<file path="src/rtl/ha_operand_serializer.sv">
`default_nettype none
// ============================================================================
//  Module      : ha_operand_serializer
//  Description : Captures two WIDTH-bit operands on a valid/ready load
//                handshake and streams them LSB-first, one bit pair per
//                accepted beat, toward a registered half adder. out_last
//                frames the MSB beat so the collector can rebuild words.
//  Revision    : 1.0 - initial release
// ============================================================================
module ha_operand_serializer #(
   parameter int WIDTH = 8
) (
   input  logic             CLK,
   input  logic             reset,
   input  logic             load_valid,
   output logic             load_ready,
   input  logic [WIDTH-1:0] op_a,
   input  logic [WIDTH-1:0] op_b,
   output logic             out_a,
   output logic             out_b,
   output logic             out_valid,
   input  logic             out_ready,
   output logic             out_last,
   output logic             busy
);

   // Counter must hold values 0..WIDTH-1; one spare code keeps WIDTH=1 legal.
   localparam int CNT_W = $clog2(WIDTH + 1);

   typedef enum logic [0:0] {
      S_IDLE  = 1'b0,
      S_SHIFT = 1'b1
   } state_t;

   state_t             state_q, state_d;
   logic [WIDTH-1:0]   sh_a_q, sh_a_d;
   logic [WIDTH-1:0]   sh_b_q, sh_b_d;
   logic [CNT_W-1:0]   cnt_q, cnt_d;

   logic               busy_w;
   logic               last_w;
   logic               accept_w;
   logic               load_w;

   assign busy_w   = (state_q == S_SHIFT);
   assign last_w   = busy_w && (cnt_q == CNT_W'(WIDTH - 1));
   assign accept_w = busy_w && out_ready;
   // Accepting the final beat frees the registers in the same edge, which
   // lets the next word load with no idle bubble between words.
   assign load_ready = !busy_w || (last_w && out_ready);
   assign load_w     = load_valid && load_ready;

   assign busy      = busy_w;
   assign out_valid = busy_w;
   assign out_last  = last_w;
   assign out_a     = sh_a_q[0];
   assign out_b     = sh_b_q[0];

   // Next-state: load has priority, then beat advance or end-of-word clear.
   always_comb begin
      state_d = state_q;
      sh_a_d  = sh_a_q;
      sh_b_d  = sh_b_q;
      cnt_d   = cnt_q;
      if (load_w) begin
         state_d = S_SHIFT;
         sh_a_d  = op_a;
         sh_b_d  = op_b;
         cnt_d   = '0;
      end else if (accept_w) begin
         if (last_w) begin
            state_d = S_IDLE;
            sh_a_d  = '0;
            sh_b_d  = '0;
            cnt_d   = '0;
         end else begin
            sh_a_d  = sh_a_q >> 1;
            sh_b_d  = sh_b_q >> 1;
            cnt_d   = cnt_q + CNT_W'(1);
         end
      end
   end

   // State and datapath registers with synchronous reset.
   always_ff @(posedge CLK) begin
      if (reset) begin
         state_q <= S_IDLE;
         sh_a_q  <= '0;
         sh_b_q  <= '0;
         cnt_q   <= '0;
      end else begin
         state_q <= state_d;
         sh_a_q  <= sh_a_d;
         sh_b_q  <= sh_b_d;
         cnt_q   <= cnt_d;
      end
   end

endmodule
`default_nettype wire

</file>
<file path="config.mk">
export PLATFORM = sky130hd
export DESIGN_NAME = ha_operand_serializer
export DESIGN_NICKNAME = d
export VERILOG_FILES = /design/src/rtl/ha_operand_serializer.sv
export SDC_FILE = /design/constraint.sdc
export NUM_CORES = 1
export LEC_CHECK = 0
export ABC_AREA = 1
export BUFFER_PORTS_ARGS = -buffer_cell sky130_fd_sc_hd__buf_2
export CAP_MARGIN = 10
export CELL_PAD_IN_SITES_DETAIL_PLACEMENT = 0
export CELL_PAD_IN_SITES_GLOBAL_PLACEMENT = 1
export CORE_ASPECT_RATIO = 1.25
export CORE_MARGIN = 2
export CORE_UTILIZATION = 30
export CTS_CLUSTER_SIZE = 40
export DETAILED_ROUTE_END_ITERATION = 8
export PLACE_DENSITY_LB_ADDON = 0.05
export SYNTH_ARGS = -nofsm -noshare
export SYNTH_HDL_FRONTEND = slang
export SYNTH_SLANG_ARGS = --single-unit
</file>
<file path="constraint.sdc">
create_clock -name CLK -period 2.49 [get_ports CLK]
set_input_delay 0.3735 -clock CLK [delete_from_list [all_inputs] [get_ports CLK]]
set_output_delay 0.3735 -clock CLK [all_outputs]
set_load 0.05 [all_outputs]
</file>
==> flow_summary.ini <==
[power_and_ir_drop]
p_sw_frac = 0.313
pwr-share-clk = 0.311
leakage_nw = 0.602
combinationalPowerShare = 0.203
peakVddDrop_uv = 228
seqPwrFrac = 0.486
switching_power_mw = 0.241
power_density_mw_per_mm2 = 604
p_int_mw = 0.528

[synth]
seq_area_frac_synth = 0.380
synth-seq-cells = 21
async_flop_share = 0
yosysMostFrequentCell = nand2_1
synth_fp_nets = 191
synth-edff-count = 0
synth_cell_types = 17
synth.largest_area_cell = dfxtp_1
yosysWarnings = 0
ys.flop_type = dfxtp_1
synth_common_cells = nand2_1, nor2_1, dfxtp_1
synth_top_area_share = 0.380
synth_area_per_cell_sq_um = 6.51
syn_inst = 170
synth_area_sq_mm = 0.00111
yosys-top-cells-area = dfxtp_1, nand2_1, nor2_1, a21oi_1, nand3_1

[placed_design]
hpwlAfterDp_um = 1750
gp_congestion = 0.821
place_inst = 226
io_buffers = 25
place_area_sq_mm = 0.00122

[detailed_routing]
firstDrtPassIters = 4
ant_nets = 0
num_vias = 1120
via_per_inst = 4.87
wl_per_cell_um = 11.5
wl_um = 2650
drt_iter0_markers = 27
drc = 0

[sta]
hold_violations = 0
tns_ns = 0
setup_viol = 0
fin_crit_sh = 0.785
fmax_ghz = 0.511
finalClockSkew_ns = 0.00368
slew_violations = 0
max_slew_margin = 0.673
tightest_slew_ns = 0.490
rsz0062_at_grt = false
whs_ns = 0.315
min_period_ns = 1.96

[clock_tree]
cts_resized = 0
postCtsSetupRepairBufs = 0
hold_buffers = 0
cts_tree = done
clkSlewWorstSetupHoldPaths_ns = 0.09
clockBufferDepth = 2
clk_latency_ns = 0.27
clock-sinks = 21
h-tree-depth = 1
cts_buffers = 3
cts_root_buffer = clkbuf_8

[critical_path]
cp-end-kind = output pin
crit_fanout = 13
crit_required_ns = 2.12
start_kind = flip-flop
worstSetupPathType = reg -> out
cp_data_arrival_time_ns = 1.58

[floorplanning]
io_pins = 26
coreArea_sq_mm = 0.00351
rows = 24
dieArea_sq_mm = 0.00419
start_util = 0.315
die_w_um = 58.3
die_h_um = 71.9

[cells_and_area]
fin_nets = 213
fin_cells = 230
antenna_cells = 0
area_growth_pct = 15.2
fin_area_sq_mm = 0.00127
drive_gt1_frac = 0.188

[min_path]
min_path_type = in -> reg

[status]
status = finished, final reports clean

[global_route]
grtUsageMet1 = 0.184
track_usage = 0.138
grt_max_degree = 32
use_met3 = 0.0235
top_usage_layer = met2
grt_pass1_wl_um = 4570
antenna_found_initial = 0
grt_overflow_total = 0
grt_pass1_vias = 1041
grtUsageMet2 = 0.217

[flow_run]
drv_cap = 0
-- cell families after synthesis --
family | synth area share
buffers and inverters | 0.104
AOI/OAI and AO/OA | 0.158
and+or+nand+nor | 0.338
xor gates and xnor gates | 0.00792
DFF | 0.380
adders and majority gates | 0.0113
-- per-layer routing --
layer	wire, um	vias up
met5	0	-
met4	34	0
met3	101	4
met2	1230	21
met1	1280	507
li1	-	588
-- cells in the final DEF, fill, tap and decap left out --
cell type / synthesis / layout
a21oi_1: 20 / 20
buf_2: 2 / 25
buf_4: 6 / 4
clkbuf_8: 0 / 3
clkinvlp_4: 0 / 1
dfxtp_1: 21 / 21
ha_1: 1 / 1
inv_1: 6 / 6
inv_2: 2 / 2
nand2_1: 40 / 40
nand2_2: 1 / 1
nand3_1: 20 / 20
nor2_1: 30 / 30
nor3_1: 1 / 1
o21ai_0: 14 / 14
o21ai_1: 1 / 1
xor2_1: 1 / 1
-- area by class of cell --
cell class / instances / area, sq um
Fill cell: 409 / 2240
Inverter: 8 / 30.0
Tap cell: 39 / 48.8
Clock buffer: 3 / 41.3
Sequential cell: 21 / 420
Clock inverter: 1 / 7.51
Timing Repair Buffer: 29 / 155
Multi-Input combinational cell: 129 / 571
-- power by group through the flow --
| stage | registers, mW | clock network, mW | logic (mW) |
|---|---|---|---|
| 5_1_grt | 0.377 | 0.260 | 0.177 |
| 2_1_floorplan | 0.393 | 0 | 0.110 |
| 3_5_place_dp | 0.382 | 0 | 0.158 |
| 4_1_cts | 0.374 | 0.249 | 0.158 |
| 6_report | 0.374 | 0.239 | 0.156 |
| 3_3_place_gp | 0.381 | 0 | 0.157 |
-- sequential cells by signal, indices dropped and copies added, names as in the netlist --
register  count
sh_b_q        8
cnt_q         4
sh_a_q        8
busy          1
-- worst max-delay path, stage by stage, from the launching register on --
cell	delay, ns
dfxtp_1	0.36
ha_1	0.19
nand2_1	0.07
inv_2	0.06
nand3_1	0.10
nand2_2	0.21
buf_2	0.31
-- through the flow --
step           setup WS, ns  power, mW   util
2_1_floorplan         0.611      0.504      -
3_3_place_gp          0.852      0.537  0.349
3_5_place_dp          0.831      0.539  0.349
4_1_cts               0.522      0.781  0.363
5_1_grt               0.414      0.815  0.363
6_report              0.534      0.769  0.363
-- path summary, 6_finish.rpt --
| check | startpoint | slack (ns) | cells past startpoint | to |
|---|---|---|---|---|
| worst max-delay path | cnt_q[0] | 0.53 | 6 | load_ready |
| worst min-delay path | reset | 0.32 | 2 | sh_a_q[7] |
| worst max register to register | cnt_q[0] | 0.83 | 9 | cnt_q[0] |
| worst min register to register | sh_b_q[7] | 0.47 | 2 | sh_b_q[7] |
No activity file was read; power rests on OpenSTA's default activity.
